<file path="config.mk">
export PLATFORM = sky130hd
export DESIGN_NAME = sap_core
export DESIGN_NICKNAME = d
export VERILOG_FILES = /design/src/rtl/sap_pkg.sv /design/src/rtl/sap_ram.sv /design/src/rtl/sap_core.sv
export SDC_FILE = /design/constraint.sdc
export NUM_CORES = 1
export LEC_CHECK = 0
export BUFFER_PORTS_ARGS = -buffer_cell sky130_fd_sc_hd__buf_2
export CORE_UTILIZATION = 54
export DETAILED_ROUTE_END_ITERATION = 10
export GPL_ROUTABILITY_DRIVEN = 0
export PLACE_DENSITY = 0.7
export SLEW_MARGIN = 25
export SYNTH_ARGS = -nofsm -noshare
export SYNTH_HDL_FRONTEND = slang
export SYNTH_SLANG_ARGS = --single-unit
</file>
<file path="constraint.sdc">
create_clock -name clk -period 3.4 [get_ports clk]
set_clock_uncertainty 0.1 [all_clocks]
set_input_delay 0.34 -clock clk [delete_from_list [all_inputs] [get_ports clk]]
set_output_delay 0.34 -clock clk [all_outputs]
set_load 0.005 [all_outputs]
</file>
<file path="src/rtl/sap_pkg.sv">
`default_nettype none
// ============================================================================
// Module      : sap_pkg
// Description : Shared opcodes, FSM state encoding and the flag-producing
//               add/subtract helper for the SAP accumulator processor.
// Revision    : 1.0 - initial release
// ============================================================================
package sap_pkg;

    // Opcode field values (top four bits of the instruction word)
    localparam logic [3:0] c_OP_LDA = 4'b0000;
    localparam logic [3:0] c_OP_ADD = 4'b0001;
    localparam logic [3:0] c_OP_SUB = 4'b0010;
    localparam logic [3:0] c_OP_STA = 4'b0100;
    localparam logic [3:0] c_OP_LDI = 4'b0101;
    localparam logic [3:0] c_OP_JMP = 4'b0110;
    localparam logic [3:0] c_OP_JC  = 4'b0111;
    localparam logic [3:0] c_OP_JZ  = 4'b1000;
    localparam logic [3:0] c_OP_OUT = 4'b1110;
    localparam logic [3:0] c_OP_HLT = 4'b1111;

    // Explicitly encoded fetch/execute states
    localparam int c_ST_W = 3;
    typedef enum logic [c_ST_W-1:0] {
        ST_T1   = 3'd0,
        ST_T2   = 3'd1,
        ST_T3   = 3'd2,
        ST_T4   = 3'd3,
        ST_T5   = 3'd4,
        ST_HALT = 3'd5
    } state_t;

    // Widest data path the helper supports; callers zero-extend into it
    localparam int c_ALU_W = 32;
    localparam logic [c_ALU_W:0] c_ALU_ONE = (c_ALU_W+1)'(1);

    // Returns {carry, sum} of a +/- b over 'width' bits, carry at bit 'width'.
    // Subtraction is a + ~b + 1, so carry=1 means no borrow.
    function automatic logic [c_ALU_W:0] alu_addsub(
        input logic [c_ALU_W-1:0] a,
        input logic [c_ALU_W-1:0] b,
        input logic               sub,
        input int unsigned        width
    );
        logic [c_ALU_W:0] mask;
        logic [c_ALU_W:0] b_eff;
        mask  = (c_ALU_ONE << width) - c_ALU_ONE;
        b_eff = sub ? (~{1'b0, b} & mask) : {1'b0, b};
        return {1'b0, a} + b_eff + {{c_ALU_W{1'b0}}, sub};
    endfunction

endpackage
`default_nettype wire

</file>
<file path="src/rtl/sap_ram.sv">
`default_nettype none
// ============================================================================
// Module      : sap_ram
// Description : Program/data RAM, one synchronous write port and one
//               combinational read port. Contents are not reset.
// Revision    : 1.0 - initial release
// ============================================================================
module sap_ram #(
    parameter int DATA_W = 8,
    parameter int ADDR_W = 4
) (
    input  logic              clk,
    input  logic              i_we,
    input  logic [ADDR_W-1:0] i_waddr,
    input  logic [DATA_W-1:0] i_wdata,
    input  logic [ADDR_W-1:0] i_raddr,
    output logic [DATA_W-1:0] o_rdata
);

    logic [DATA_W-1:0] r_mem [2**ADDR_W];

    // Write port commits on the rising edge
    always_ff @(posedge clk) begin
        if (i_we) begin
            r_mem[i_waddr] <= i_wdata;
        end
    end

    assign o_rdata = r_mem[i_raddr];

endmodule
`default_nettype wire

</file>
<file path="src/rtl/sap_core.sv">
`default_nettype none
// ============================================================================
// Module      : sap_core
// Description : Parametrised SAP accumulator processor: load mode programs the
//               internal RAM, execute mode runs a T1..T5 fetch/execute FSM.
// Revision    : 1.0 - initial release
// ============================================================================
module sap_core
    import sap_pkg::*;
#(
    parameter int DATA_W = 8,
    parameter int ADDR_W = 4
) (
    input  logic              clk,
    input  logic              n_clr,
    input  logic              run,
    input  logic              prog_we,
    input  logic [ADDR_W-1:0] prog_addr,
    input  logic [DATA_W-1:0] prog_data,
    output logic [DATA_W-1:0] out_data,
    output logic              out_valid,
    output logic              halted,
    output logic [ADDR_W-1:0] pc,
    output logic [DATA_W-1:0] acc,
    output logic              flag_c,
    output logic              flag_z
);

    state_t            r_state;
    logic [ADDR_W-1:0] r_pc;
    logic [ADDR_W-1:0] r_mar;
    logic [DATA_W-1:0] r_ir;
    logic [DATA_W-1:0] r_b;
    logic [DATA_W-1:0] r_acc;
    logic [DATA_W-1:0] r_out_data;
    logic              r_out_valid;
    logic              r_halted;
    logic              r_c;
    logic              r_z;

    logic [3:0]        w_op;
    logic [ADDR_W-1:0] w_operand;
    logic [DATA_W-1:0] w_imm;
    logic [DATA_W-1:0] w_ram_rd;
    logic              w_ram_we;
    logic [ADDR_W-1:0] w_ram_waddr;
    logic [DATA_W-1:0] w_ram_wdata;
    logic [c_ALU_W:0]  w_alu_full;
    logic [DATA_W:0]   w_sum;
    logic [c_ALU_W-DATA_W-1:0] w_alu_unused_hi;

    assign w_op      = r_ir[DATA_W-1 -: 4];
    assign w_operand = r_ir[ADDR_W-1:0];
    assign w_imm     = DATA_W'(r_ir[DATA_W-5:0]);

    assign w_alu_full      = alu_addsub(c_ALU_W'(r_acc), c_ALU_W'(r_b),
                                        (w_op == c_OP_SUB), DATA_W);
    assign w_sum           = w_alu_full[DATA_W:0];
    assign w_alu_unused_hi = w_alu_full[c_ALU_W:DATA_W+1];

    // RAM write port: programming interface in load mode, STA during execute
    always_comb begin
        w_ram_we    = 1'b0;
        w_ram_waddr = prog_addr;
        w_ram_wdata = prog_data;
        if (!run) begin
            w_ram_we = prog_we;
        end else begin
            w_ram_we    = (r_state == ST_T4) && (w_op == c_OP_STA);
            w_ram_waddr = r_mar;
            w_ram_wdata = r_acc;
        end
    end

    sap_ram #(
        .DATA_W (DATA_W),
        .ADDR_W (ADDR_W)
    ) u_ram (
        .clk     (clk),
        .i_we    (w_ram_we),
        .i_waddr (w_ram_waddr),
        .i_wdata (w_ram_wdata),
        .i_raddr (r_mar),
        .o_rdata (w_ram_rd)
    );

    // Fetch/execute FSM with registered architectural state and outputs
    always_ff @(posedge clk or negedge n_clr) begin
        if (!n_clr) begin
            r_state     <= ST_T1;
            r_pc        <= '0;
            r_mar       <= '0;
            r_ir        <= '0;
            r_b         <= '0;
            r_acc       <= '0;
            r_out_data  <= '0;
            r_out_valid <= 1'b0;
            r_halted    <= 1'b0;
            r_c         <= 1'b0;
            r_z         <= 1'b0;
        end else begin
            r_out_valid <= 1'b0;
            if (!run) begin
                // Load mode abandons any instruction in flight
                r_state  <= ST_T1;
                r_pc     <= '0;
                r_mar    <= '0;
                r_ir     <= '0;
                r_b      <= '0;
                r_halted <= 1'b0;
            end else begin
                case (r_state)
                    ST_T1: begin
                        r_mar   <= r_pc;
                        r_state <= ST_T2;
                    end
                    ST_T2: begin
                        r_ir    <= w_ram_rd;
                        r_pc    <= r_pc + ADDR_W'(1);
                        r_state <= ST_T3;
                    end
                    ST_T3: begin
                        r_state <= ST_T1;
                        case (w_op)
                            c_OP_LDA, c_OP_ADD, c_OP_SUB, c_OP_STA: begin
                                r_mar   <= w_operand;
                                r_state <= ST_T4;
                            end
                            c_OP_LDI: r_acc <= w_imm;
                            c_OP_JMP: r_pc  <= w_operand;
                            c_OP_JC:  if (r_c) r_pc <= w_operand;
                            c_OP_JZ:  if (r_z) r_pc <= w_operand;
                            c_OP_OUT: begin
                                r_out_data  <= r_acc;
                                r_out_valid <= 1'b1;
                            end
                            c_OP_HLT: begin
                                r_state  <= ST_HALT;
                                r_halted <= 1'b1;
                            end
                            default: ;
                        endcase
                    end
                    ST_T4: begin
                        r_state <= ST_T1;
                        case (w_op)
                            c_OP_LDA: r_acc <= w_ram_rd;
                            c_OP_ADD, c_OP_SUB: begin
                                r_b     <= w_ram_rd;
                                r_state <= ST_T5;
                            end
                            default: ;
                        endcase
                    end
                    ST_T5: begin
                        r_acc   <= w_sum[DATA_W-1:0];
                        r_c     <= w_sum[DATA_W];
                        r_z     <= (w_sum[DATA_W-1:0] == '0);
                        r_state <= ST_T1;
                    end
                    ST_HALT: r_state <= ST_HALT;
                    default: r_state <= ST_T1;
                endcase
            end
        end
    end

    assign out_data  = r_out_data;
    assign out_valid = r_out_valid;
    assign halted    = r_halted;
    assign pc        = r_pc;
    assign acc       = r_acc;
    assign flag_c    = r_c;
    assign flag_z    = r_z;

endmodule
`default_nettype wire

</file>
==> results by group <==
Status
  • Outcome: complete, no violations

Power and ir drop
  • Total power: 0.00534 W
  • Max VDD drop: 0.000479 V
  • Pwr per Cell Area: 596 mW/mm2
  • LEAKAGE: 3.25 nW

Setup path
  • Cell Chain, Critical Path: or4b_1 > xnor2_1 > ha_1 > a21o_1 > a21o_1 > a2111o_1 > o22ai_1 > a41o_1
  • CP max FO: 11
  • RR Endpoint: flag_z
  • Critical path's most frequent cell: a21o_1
  • Worst EP required: 3670 ps
  • Worst r2r path cells: 8
  • Top delay family on crit path: compound AO/OA/AOI/OAI gates
  • CP endpoint kind: flip-flop
  • Critical path type: reg -> reg
  • Crit path max-delay cell type: or4b_1
  • Crit path buf inv count: 0
  • Startpoint Class: flip-flop
  • FF-to-FF setup slack: 100 ps
  • Reg2Reg Launch Point: r_ir[7]
  • Crit path DAT: 3560 ps
  • Slowest stage delay, CP: 790 ps

Synth
  • Unique masters post-synth: 62
  • Syn Nets: 575
  • Yosys reg bits: 175
  • YS warnings: 0
  • Main synth FF type: edfxtp_1
  • Synth async-reset ratio: 26.9%
  • Number of cells produced by synthesis: 550
  • Post-synth EDFFs: 128
  • Register area share after synthesis: 63.1%
  • Mapped cell area: 0.00796 mm2
  • Mean Syn Cell Area: 14.5 um2

Floorplan
  • Num rows: 44
  • CORE AREA: 0.0145 mm2
  • Chip width: 123 um
  • Boundary Pins: 40
  • Initial Util: 55.0%
  • Die ar.: 0.0152 mm2
  • Die Ht: 123 um

Finish
  • # nets final: 619
  • Register area: 0.00502 mm2
  • ANT cells: 0
  • Area occupied by multi-input gates: 0.00273 mm2
  • Fill cells: 1,090
  • Share of layout cells above drive strength 1: 25.4%
  • Area Overhead vs Synth: 12.6%

CTS
  • Clock latency at the later pin of the worst-skew pair: 430 ps
  • CTS resizes: 0
  • Total CTS buffers: 17
  • Post-CTS Setup Bufs: 0
  • CTS tree: yes
  • Clock root buffer: clkbuf_16
  • Longest Clk Path Bufs: 2
  • Clock sinks: 175
  • H-tree levels: 4
  • Reg clk slew, reported paths: 70 ps

STA
  • Final Setup Violations: 0
  • RSZ-0062 raised after global routing: false
  • Min Tclk post-route: 3300 ps
  • Endpoints failing hold: 0
  • Tightest Pin Transition: 955 ps
  • Final Cycle Share: 96.9%
  • Setup TNS Final: 0 ps
  • Final worst slack: 104 ps
  • Worst hold slack: 263 ps
  • Worst rel slew slack: 36.1%
  • Fmax: 0.303 GHz
  • Fin. max-slew vios: 0

Drt
  • Post-Route WL: 17.4 mm
  • Vias: 4,932
  • Final ANT Viol Nets: 0
  • Met2 WL: 8.75 mm
  • Routed vias/inst: 6.24
  • Drt pass-1 iters: 7
  • DR WL/cell: 22.1 um
  • Highest metal layer with signal wires: met4
  • Residual DRC: 0
  • DRT iter0 DRCs: 494
  • Met3 WL: 1.06 mm
  • Metal1 wirelength: 7.16 mm

GRT
  • First-pass GRT wire length: 27.7 mm
  • Grt total ovfl: 0
  • Gr usage total: 25.5%
  • Initial antenna violation count: 0
  • Pin count of the biggest net entering global routing: 48
  • Number of global-route vias before repair: 5,035

Placed design
  • Pre-CTS setup slack: 209 ps
  • HPWL after detailed placement: 11.8 mm
  • PortBufs: 39

Worst hold path
  • Hold depth: 2
  • Worst Hold Path EP: r_state[2]
  • Worst Hold Launch: run
  • Worst min-delay path class: in -> reg

Run
  • Max Cap Viol: 0
[sequential cells by signal (all words and copies together) (netlist names)]
name / count
u_ram.r_mem: 128
acc: 8
out_data: 8
r_b: 8
r_ir: 8
pc: 4
r_mar: 4
r_state: 3
flag_c: 1
flag_z: 1
halted: 1
out_valid: 1
[cell type report]
cell class,count,area share (%)
Sequential cell,175,56.0
Multi-Input combinational cell,331,30.5
Clock buffer,18,4.79
Timing Repair Buffer,60,4.27
Tap cell,184,2.57
Clock inverter,14,1.45
Inverter,9,0.377
[power breakdown]
part	internal, W	leakage (nW)	switching [W]
clock	0.00102	0.274	0.000838
sequential	0.00244	1.81	0.000149
combinational	0.000373	1.17	0.000516
[Yosys cell counts, types with 3 or more instances]
cell / instances / area share [%]
nor2b_1: 4 / 0.31
clkbuf_1: 14 / 0.66
a21o_1: 4 / 0.38
a21oi_1: 19 / 1.2
nand4_1: 3 / 0.24
xnor2_1: 10 / 1.1
inv_1: 9 / 0.42
or3_1: 4 / 0.31
nand2_1: 51 / 2.4
buf_2: 14 / 0.88
mux2_2: 23 / 3.3
ha_1: 8 / 1.3
o21ai_1: 3 / 0.19
a22oi_1: 3 / 0.28
nor2_1: 43 / 2.0
a221oi_1: 3 / 0.33
nand3_1: 14 / 0.88
mux4_2: 34 / 9.6
nor3_1: 10 / 0.63
a31oi_1: 4 / 0.31
nor4_1: 5 / 0.39
edfxtp_1: 128 / 48
nand3b_1: 4 / 0.38
dfrtp_1: 47 / 15
o22ai_1: 5 / 0.39
mux2i_1: 9 / 1.1
nand2b_1: 3 / 0.24
o21ai_0: 24 / 1.5
buf_1: 4 / 0.19
[cells in the final DEF (no fill, tap or decap), types with 4 or more instances in the layout]
| cell type | instances |
|---|---|
| a21o_1 | 4 |
| a21oi_1 | 19 |
| a31oi_1 | 4 |
| buf_2 | 38 |
| buf_4 | 19 |
| clkbuf_16 | 17 |
| dfrtp_1 | 46 |
| edfxtp_1 | 128 |
| ha_1 | 8 |
| inv_1 | 9 |
| inv_6 | 4 |
| mux2_2 | 23 |
| mux2i_1 | 9 |
| mux4_2 | 34 |
| nand2_1 | 51 |
| nand3_1 | 14 |
| nand3b_1 | 4 |
| nor2_1 | 43 |
| nor2b_1 | 4 |
| nor3_1 | 10 |
| nor4_1 | 4 |
| o21ai_0 | 24 |
| o22ai_1 | 5 |
| or3_1 | 4 |
| xnor2_1 | 10 |
[per-layer routing]
metal / track usage (%) / up-vias
met5: 0 / -
met4: 10.8 / 0
met3: 5.40 / 41
met2: 42.5 / 211
met1: 32.5 / 2475
li1: - / 2205
[stage by stage]
stage,cells,utilization (%),area [um2]
after detailed placement,758,57.9,8390
after floorplan,550,-,7960
final,791,61.9,8960
after global routing,791,61.9,8960
after global placement,758,57.9,8390
after CTS,790,61.8,8950
[repair_timing]
item | in CTS | in global routing
hold buffers | 0 | 1
hold endpoints to repair | 0 | 47
endpoints found under the setup margin | 0 | 0
[worst max path at each step]
stage                 start      to  depth (start not counted)
floorplan           r_ir[7]  acc[7]                         10
global placement    r_ir[7]  flag_z                          8
detailed placement  r_ir[7]  flag_z                          8
CTS                 r_ir[7]  acc[7]                          8
global route        r_ir[7]  flag_z                          8
finish              r_ir[7]  flag_z                          8
[kinds of logic after synthesis]
kind of cell             share of synthesized area, %
AO/OA/AOI/OAI                                    7.14
XOR/XNOR                                         1.32
adder cells (fa/ha/maj)                          1.64
buffers and inverters                            2.69
flip-flops                                       63.1
multiplexers                                     14.7
AND/OR/NAND/NOR                                  9.48
No activity file was read; power rests on OpenSTA's default activity.
